## config.mk

```make
export PLATFORM = sky130hd
export DESIGN_NAME = bank_rd_arb
export DESIGN_NICKNAME = d
export VERILOG_FILES = /design/src/rtl/bank_rd_arb_pkg.sv /design/src/rtl/bank_lane_pick.sv /design/src/rtl/bank_rd_arb.sv
export SDC_FILE = /design/constraint.sdc
export NUM_CORES = 1
export LEC_CHECK = 0
export ABC_AREA = 1
export CORE_ASPECT_RATIO = 0.6
export CORE_UTILIZATION = 30
export DETAILED_ROUTE_END_ITERATION = 16
export HOLD_SLACK_MARGIN = 0.12
export SYNTH_ARGS = -nofsm -noshare
export SYNTH_HDL_FRONTEND = slang
export SYNTH_SLANG_ARGS = --single-unit
export TNS_END_PERCENT = 30
```

## constraint.sdc

```tcl
create_clock -name clk -period 3.3 [get_ports clk]
set_clock_uncertainty 0.15 [all_clocks]
set_input_delay 0.99 -clock clk [delete_from_list [all_inputs] [get_ports clk]]
set_output_delay 0.99 -clock clk [all_outputs]
set_load 0.02 [all_outputs]
```

## src/rtl/bank_rd_arb_pkg.sv

```systemverilog
// Shared constants, FSM state type and helpers for the four-lane banked read arbiter.
package bank_rd_arb_pkg;

   localparam int DW     = 14;
   localparam int AW     = 9;
   localparam int NLANES = 4;
   localparam int NBANKS = 4;
   localparam int LW     = 2;

   typedef enum logic [0:0] {
      ST_IDLE  = 1'b0,
      ST_ISSUE = 1'b1
   } arb_state_t;

   // True when any two lanes of a packed index vector target the same bank.
   function automatic logic has_dup_idx(input logic [NLANES*LW-1:0] idx);
      logic dup;
      dup = 1'b0;
      for (int i = 0; i < NLANES; i++) begin
         for (int j = i + 1; j < NLANES; j++) begin
            if (idx[i*LW +: LW] == idx[j*LW +: LW]) begin
               dup = 1'b1;
            end else begin
               dup = dup;
            end
         end
      end
      return dup;
   endfunction

endpackage

```

## src/rtl/bank_lane_pick.sv

```systemverilog
// Per-bank selector: lowest-numbered pending lane aimed at each bank, plus the resulting lane grant mask.
module bank_lane_pick
   import bank_rd_arb_pkg::*;
(
   input  logic [NLANES-1:0]    pend,
   input  logic [NLANES*LW-1:0] idx,
   output logic [NBANKS-1:0]    bank_hit,
   output logic [NBANKS*LW-1:0] bank_lane,
   output logic [NLANES-1:0]    lane_grant
);

   // Scan lanes high to low so the lowest matching lane wins.
   always_comb begin
      bank_hit   = {NBANKS{1'b0}};
      bank_lane  = {(NBANKS*LW){1'b0}};
      lane_grant = {NLANES{1'b0}};
      for (int b = 0; b < NBANKS; b++) begin
         for (int l = NLANES - 1; l >= 0; l--) begin
            if (pend[l] && (idx[l*LW +: LW] == LW'(b))) begin
               bank_hit[b]            = 1'b1;
               bank_lane[b*LW +: LW]  = LW'(l);
            end else begin
               bank_hit[b]            = bank_hit[b];
            end
         end
      end
      for (int b = 0; b < NBANKS; b++) begin
         if (bank_hit[b]) begin
            lane_grant[bank_lane[b*LW +: LW]] = 1'b1;
         end else begin
            lane_grant = lane_grant;
         end
      end
   end

endmodule

```

## src/rtl/bank_rd_arb.sv

```systemverilog
// Four-lane read arbiter: issues lanes to their banks in conflict-free groups and reassembles the
// returned data in lane order, one response per accepted request.
module bank_rd_arb #(
   parameter int DW = bank_rd_arb_pkg::DW,
   parameter int AW = bank_rd_arb_pkg::AW
) (
   input  logic          clk,
   input  logic          rstn,
   input  logic          req_valid,
   output logic          req_ready,
   input  logic [1:0]    lane_idx0,
   input  logic [1:0]    lane_idx1,
   input  logic [1:0]    lane_idx2,
   input  logic [1:0]    lane_idx3,
   input  logic [AW-1:0] lane_add0,
   input  logic [AW-1:0] lane_add1,
   input  logic [AW-1:0] lane_add2,
   input  logic [AW-1:0] lane_add3,
   output logic          bank_ren0,
   output logic          bank_ren1,
   output logic          bank_ren2,
   output logic          bank_ren3,
   output logic [AW-1:0] bank_addr0,
   output logic [AW-1:0] bank_addr1,
   output logic [AW-1:0] bank_addr2,
   output logic [AW-1:0] bank_addr3,
   input  logic [DW-1:0] bank_rdata0,
   input  logic [DW-1:0] bank_rdata1,
   input  logic [DW-1:0] bank_rdata2,
   input  logic [DW-1:0] bank_rdata3,
   output logic          rsp_valid,
   output logic [DW-1:0] rsp_data0,
   output logic [DW-1:0] rsp_data1,
   output logic [DW-1:0] rsp_data2,
   output logic [DW-1:0] rsp_data3,
   output logic          conflict,
   output logic [15:0]   conflict_cnt
);

   import bank_rd_arb_pkg::*;

   arb_state_t          state_r;
   arb_state_t          state_nxt_s;
   logic [NLANES-1:0]   pend_r;
   logic [NLANES*LW-1:0] idx_r;
   logic [AW-1:0]       add_r [NLANES];

   logic [NBANKS-1:0]   hit_s;
   logic [NBANKS*LW-1:0] bank_lane_s;
   logic [NLANES-1:0]   grant_s;
   logic                issue_s;
   logic                ready_s;
   logic                last_grp_s;
   logic                accept_s;
   logic                first_grp_s;

   logic [NBANKS-1:0]   ren_r;
   logic [AW-1:0]       addr_r [NBANKS];

   logic [NLANES-1:0]   t1_mask_r;
   logic [NLANES-1:0]   t2_mask_r;
   logic                t1_last_r;
   logic                t2_last_r;
   logic [NLANES*LW-1:0] t1_idx_r;
   logic [NLANES*LW-1:0] t2_idx_r;

   logic [DW-1:0]       rdata_s [NBANKS];
   logic [DW-1:0]       cap_s [NLANES];
   logic [DW-1:0]       hold_r [NLANES];
   logic [DW-1:0]       rsp_data_r [NLANES];
   logic                rsp_valid_r;
   logic                conflict_r;
   logic [15:0]         conflict_cnt_r;

   assign rdata_s[0] = bank_rdata0;
   assign rdata_s[1] = bank_rdata1;
   assign rdata_s[2] = bank_rdata2;
   assign rdata_s[3] = bank_rdata3;

   bank_lane_pick u_pick (
      .pend       (pend_r),
      .idx        (idx_r),
      .bank_hit   (hit_s),
      .bank_lane  (bank_lane_s),
      .lane_grant (grant_s)
   );

   assign last_grp_s  = issue_s && ((pend_r & ~grant_s) == {NLANES{1'b0}});
   assign accept_s    = req_valid && ready_s;
   assign first_grp_s = issue_s && (pend_r == {NLANES{1'b1}});

   // FSM state register.
   always_ff @(posedge clk or negedge rstn) begin
      if (!rstn) begin
         state_r <= ST_IDLE;
      end else begin
         state_r <= state_nxt_s;
      end
   end

   // FSM next state: stay in ISSUE while lanes remain or a new request arrives.
   always_comb begin
      state_nxt_s = ST_IDLE;
      case (state_r)
         ST_IDLE: begin
            if (accept_s) begin
               state_nxt_s = ST_ISSUE;
            end else begin
               state_nxt_s = ST_IDLE;
            end
         end
         ST_ISSUE: begin
            if (last_grp_s && !accept_s) begin
               state_nxt_s = ST_IDLE;
            end else begin
               state_nxt_s = ST_ISSUE;
            end
         end
         default: state_nxt_s = ST_IDLE;
      endcase
   end

   // FSM outputs: a new request fits only once the current group drains pending.
   always_comb begin
      issue_s = 1'b0;
      ready_s = 1'b0;
      case (state_r)
         ST_IDLE: begin
            issue_s = 1'b0;
            ready_s = 1'b1;
         end
         ST_ISSUE: begin
            issue_s = 1'b1;
            ready_s = ((pend_r & ~grant_s) == {NLANES{1'b0}});
         end
         default: begin
            issue_s = 1'b0;
            ready_s = 1'b0;
         end
      endcase
   end

   // Request latch and pending-lane bookkeeping.
   always_ff @(posedge clk or negedge rstn) begin
      if (!rstn) begin
         pend_r <= {NLANES{1'b0}};
         idx_r  <= {(NLANES*LW){1'b0}};
         for (int l = 0; l < NLANES; l++) begin
            add_r[l] <= {AW{1'b0}};
         end
      end else if (accept_s) begin
         pend_r   <= {NLANES{1'b1}};
         idx_r    <= {lane_idx3, lane_idx2, lane_idx1, lane_idx0};
         add_r[0] <= lane_add0;
         add_r[1] <= lane_add1;
         add_r[2] <= lane_add2;
         add_r[3] <= lane_add3;
      end else if (issue_s) begin
         pend_r <= pend_r & ~grant_s;
      end else begin
         pend_r <= pend_r;
      end
   end

   // Bank command outputs; an idle bank keeps its last address.
   always_ff @(posedge clk or negedge rstn) begin
      if (!rstn) begin
         ren_r <= {NBANKS{1'b0}};
         for (int b = 0; b < NBANKS; b++) begin
            addr_r[b] <= {AW{1'b0}};
         end
      end else begin
         ren_r <= hit_s & {NBANKS{issue_s}};
         for (int b = 0; b < NBANKS; b++) begin
            if (issue_s && hit_s[b]) begin
               addr_r[b] <= add_r[bank_lane_s[b*LW +: LW]];
            end else begin
               addr_r[b] <= addr_r[b];
            end
         end
      end
   end

   // Two-stage tracking of the issued group so capture lines up with the bank read latency.
   always_ff @(posedge clk or negedge rstn) begin
      if (!rstn) begin
         t1_mask_r <= {NLANES{1'b0}};
         t2_mask_r <= {NLANES{1'b0}};
         t1_last_r <= 1'b0;
         t2_last_r <= 1'b0;
         t1_idx_r  <= {(NLANES*LW){1'b0}};
         t2_idx_r  <= {(NLANES*LW){1'b0}};
      end else begin
         t1_mask_r <= grant_s & {NLANES{issue_s}};
         t1_last_r <= last_grp_s;
         t1_idx_r  <= idx_r;
         t2_mask_r <= t1_mask_r;
         t2_last_r <= t1_last_r;
         t2_idx_r  <= t1_idx_r;
      end
   end

   // Merge freshly returned lanes with those captured by earlier groups.
   always_comb begin
      for (int l = 0; l < NLANES; l++) begin
         cap_s[l] = hold_r[l];
         if (t2_mask_r[l]) begin
            cap_s[l] = rdata_s[t2_idx_r[l*LW +: LW]];
         end else begin
            cap_s[l] = hold_r[l];
         end
      end
   end

   // Holding registers and response output.
   always_ff @(posedge clk or negedge rstn) begin
      if (!rstn) begin
         rsp_valid_r <= 1'b0;
         for (int l = 0; l < NLANES; l++) begin
            hold_r[l]     <= {DW{1'b0}};
            rsp_data_r[l] <= {DW{1'b0}};
         end
      end else begin
         rsp_valid_r <= t2_last_r;
         for (int l = 0; l < NLANES; l++) begin
            hold_r[l] <= cap_s[l];
            if (t2_last_r) begin
               rsp_data_r[l] <= cap_s[l];
            end else begin
               rsp_data_r[l] <= rsp_data_r[l];
            end
         end
      end
   end

   // Conflict pulse and saturating count, raised while the first group of a request issues.
   always_ff @(posedge clk or negedge rstn) begin
      if (!rstn) begin
         conflict_r     <= 1'b0;
         conflict_cnt_r <= 16'd0;
      end else if (first_grp_s && has_dup_idx(idx_r)) begin
         conflict_r <= 1'b1;
         if (conflict_cnt_r != 16'hFFFF) begin
            conflict_cnt_r <= conflict_cnt_r + 16'd1;
         end else begin
            conflict_cnt_r <= conflict_cnt_r;
         end
      end else begin
         conflict_r     <= 1'b0;
         conflict_cnt_r <= conflict_cnt_r;
      end
   end

   assign req_ready    = ready_s;
   assign bank_ren0    = ren_r[0];
   assign bank_ren1    = ren_r[1];
   assign bank_ren2    = ren_r[2];
   assign bank_ren3    = ren_r[3];
   assign bank_addr0   = addr_r[0];
   assign bank_addr1   = addr_r[1];
   assign bank_addr2   = addr_r[2];
   assign bank_addr3   = addr_r[3];
   assign rsp_valid    = rsp_valid_r;
   assign rsp_data0    = rsp_data_r[0];
   assign rsp_data1    = rsp_data_r[1];
   assign rsp_data2    = rsp_data_r[2];
   assign rsp_data3    = rsp_data_r[3];
   assign conflict     = conflict_r;
   assign conflict_cnt = conflict_cnt_r;

endmodule

```

==> summary by stage <==
Power and ir drop
The design draws 17.9 mW. For this design the static power due to leakage is 6.69 nW. The power density over cell area is 1130 nW/um2. IR analysis of the VDD net gives a maximum drop of 0.415 mV.

Placed design
The placer's final routability congestion estimate is 1.00. The placement-stage worst setup slack is 0.125 ns. The number of port buffers is 217. Summing all placed instances gives a cell area of 14800 um2. The HPWL after detailed placement is 33900 um.

Synthesis
The number of flops mapped to enable cells by yosys is 0. In the post-synthesis netlist, the biggest area contributors are sky130_fd_sc_hd__dfrtp_1 (52%), sky130_fd_sc_hd__nand2_1 (9.6%), sky130_fd_sc_hd__mux2_2 (5.3%). The synthesized netlist occupies a cell area of 11900 um2. In this run, synthesis produced a sequential element count of 245. In the synthesized netlist, the cells that appear most often are sky130_fd_sc_hd__nand2_1 (303), sky130_fd_sc_hd__dfrtp_1 (245), sky130_fd_sc_hd__nor2_1 (133). Of all flip-flops after synthesis, the portion carrying an async set or reset was 100%.

Yosys printed 0 warnings. The fraction of post-synthesis cell area in the top cell type by area is 51.5%. By instance count, the leading cell after synthesis is sky130_fd_sc_hd__nand2_1. Among all flip-flop cells after synthesis, the most frequent one is sky130_fd_sc_hd__dfrtp_1. The post-synthesis cell type with the largest combined area is sky130_fd_sc_hd__dfrtp_1. In this run the mean area of a mapped cell was 8.69 um2.

The count of distinct cell types in the synthesized netlist is 40. The number of standard cells after synthesis is 1369. The number of nets in the synthesized netlist is 1473. For this run, the register share of the synthesized area comes to 51.5%.

CTS
The H-tree level count is 1. Counting the buffers created by CTS gives 26. The clock transition time at the flip-flop clock pins of the worst setup and hold paths is 0.07 ns.

Clock tree synthesis found a total of 245 sinks. The worst-skew pair later-pin latency is 0.55 ns. The CTS tree is yes.

The clock passes through at most 3 buffers. CTS placed an instance of sky130_fd_sc_hd__clkbuf_16 at the clock tree root.

Setup path
The nature of the critical path startpoint is a flip-flop. STA puts the critical path data arrival time at 2.04 ns. The type of the worst setup path is flip-flop to primary output.

In this run the worst path has a maximum fanout of 4. The worst setup path is captured at a primary output. For the worst setup path, the data required time is 2.16 ns. The setup slack on the worst flop-to-flop path is 0.64 ns.

Global route
The first global-routing pass estimated 66800 um of wire. Across every metal layer, demand over resource in global routing totals 22.1%. The total overflow left after global routing is 0.

The number of global-route vias before repair is 10300. Entering global routing, the biggest net connects 57 pins. The number of antenna violations at the first check in global routing is 4.

Floorplan
The area of the die is 40500 um2. The horizontal extent of the die is 259 um. The initial core utilization is 30.4%. The count of boundary I/O pins is 218.

The count of standard-cell rows is 56. The die is 156 um tall. The core region is 39100 um2.

Timing
Setup violations remaining at the end of the flow were counted as 0. The final period utilization is 96.4%. The post-route worst hold slack is 0.192 ns. The final-report hold violation count is 0.

The upper clock frequency limit is 314 MHz. The setup TNS is 0 ns. The final count of pins violating max slew was 0.

Setup slack closes at 0.119 ns. The transition at the pin with the smallest max-transition slack is 1.01 ns. The relative max-transition margin is 33.0%. The time the worst path needs with I/O delays and setup is 3.18 ns.

Drt
The count of antenna-violating nets left after detailed routing is 0. The total vias in the final route is 11200. For this block, the initial DRC count from the detailed router was 1284. The first TritonRoute pass finished after 5 iterations. The post-detailed-routing wire length is 45100 um.

The number of vias per cell is 5.23. The routed length per placed instance is 21.2 um. For this run, design rule violations remaining after detail routing come to 0.

Finish
Fill cells in the final layout number 3937. The area growth from synthesis to final layout is 33.4%. The area used by multi-input combinational logic is 5230 um2. Across the whole layout, storage elements account for 6140 um2. The net total in the final layout is 1694. The area of all placed cells without fillers is 15900 um2. The fraction of final layout cells sized beyond drive strength 1 is 14.0%.

Status
The flow ran to the end, and the final reports show no timing, DRC or antenna violations.

Hold path
In this run the worst hold path is classified as flip-flop to flip-flop.

Job
Across the run, the number of max-cap violations was 0.
[placed cells by master (no fill, tap or decap), drive strengths merged, types with 9 or more instances in the layout]
cell type	instances
nand2	307
dfrtp	245
clkdlybuf4s50	215
nor2	138
a21oi	94
o21ai	82
nand3	75
inv	73
a31oi	72
o211ai	66
buf	65
mux2	56
clkbuf	35
nand4	21
clkinv	13
xor2	12
a41oi	9
[state kept, by name, indices dropped and copies added, names as in the netlist, 9 cells and up]
register	cells
rsp_data2	14
rsp_data1	14
conflict_cnt	16
bank_addr2	9
bank_addr1	9
hold_r	56
bank_addr3	9
add_r	36
rsp_data0	14
bank_addr0	9
rsp_data3	14
[worst max-delay path, cell delays in order (launching register included)]
cell	delay, ns
sky130_fd_sc_hd__dfrtp_1	0.38
sky130_fd_sc_hd__nand2_1	0.13
sky130_fd_sc_hd__nor2_2	0.19
sky130_fd_sc_hd__nand3_2	0.13
sky130_fd_sc_hd__nor2_4	0.12
sky130_fd_sc_hd__nor2_2	0.05
sky130_fd_sc_hd__nand3_1	0.12
sky130_fd_sc_hd__nand3_4	0.12
sky130_fd_sc_hd__nand2_4	0.08
sky130_fd_sc_hd__buf_2	0.17
[timing repair]
action                     in CTS  in global routing
pin swaps                       1                  6
buffers inserted                3                  5
hold buffers                    0                  0
setup endpoints to repair       1                  1
gates resized for setup        21                 24
[cells by family after synthesis]
| group | share of synthesized area, % |
|---|---|
| AND/OR/NAND/NOR | 19.3 |
| AO/OA/AOI/OAI | 17.1 |
| flip-flops | 51.5 |
| buffers and inverters | 5.55 |
| multiplexers | 5.30 |
| XOR/XNOR | 1.10 |
| adder cells (fa/ha/maj) | 0.105 |
[worst paths after layout]
kind                               from          endpoint  cells after the start
max reg2reg                   pend_r[3]         add_r[32]                     13
max                           pend_r[3]         req_ready                      9
min in group asynchronous          rstn  conflict_cnt[15]                      1
min reg2reg                t1_mask_r[3]      t2_mask_r[3]                      0
max in group asynchronous          rstn      t1_mask_r[2]                      3
min                        t1_mask_r[3]      t2_mask_r[3]                      0
[final cells by class]
class	instances	share of cell area (%)
Clock buffer	35	4.69
Tap cell	522	4.11
Inverter	77	1.82
Multi-Input combinational cell	960	32.9
Timing Repair Buffer	280	17.0
Sequential cell	245	38.7
Antenna cell	2	0.0315
Clock inverter	13	0.757
[power breakdown]
| part | internal (mW) | switching [mW] |
|---|---|---|
| combinational | 3.64 | 5.52 |
| clock | 1.67 | 1.27 |
| sequential | 4.46 | 1.38 |
[per-layer routing]
layer / GRT usage, % / routed length, um / up-vias
met4: 4.11 / 763 / 0
met5: 0.845 / 0 / -
met1: 35.7 / 22300 / 5462
met3: 6.32 / 4910 / 52
li1: - / - / 5174
met2: 28.0 / 17200 / 476
[per-stage QoR]
stage | utilization, % | std cells
after detailed placement | 37.9 | 2076
after floorplan | - | 1369
after global placement | 37.9 | 2076
after global routing | 40.6 | 2134
after CTS | 40.3 | 2127
final | 40.6 | 2134
Power figures use the tool's default switching activity.
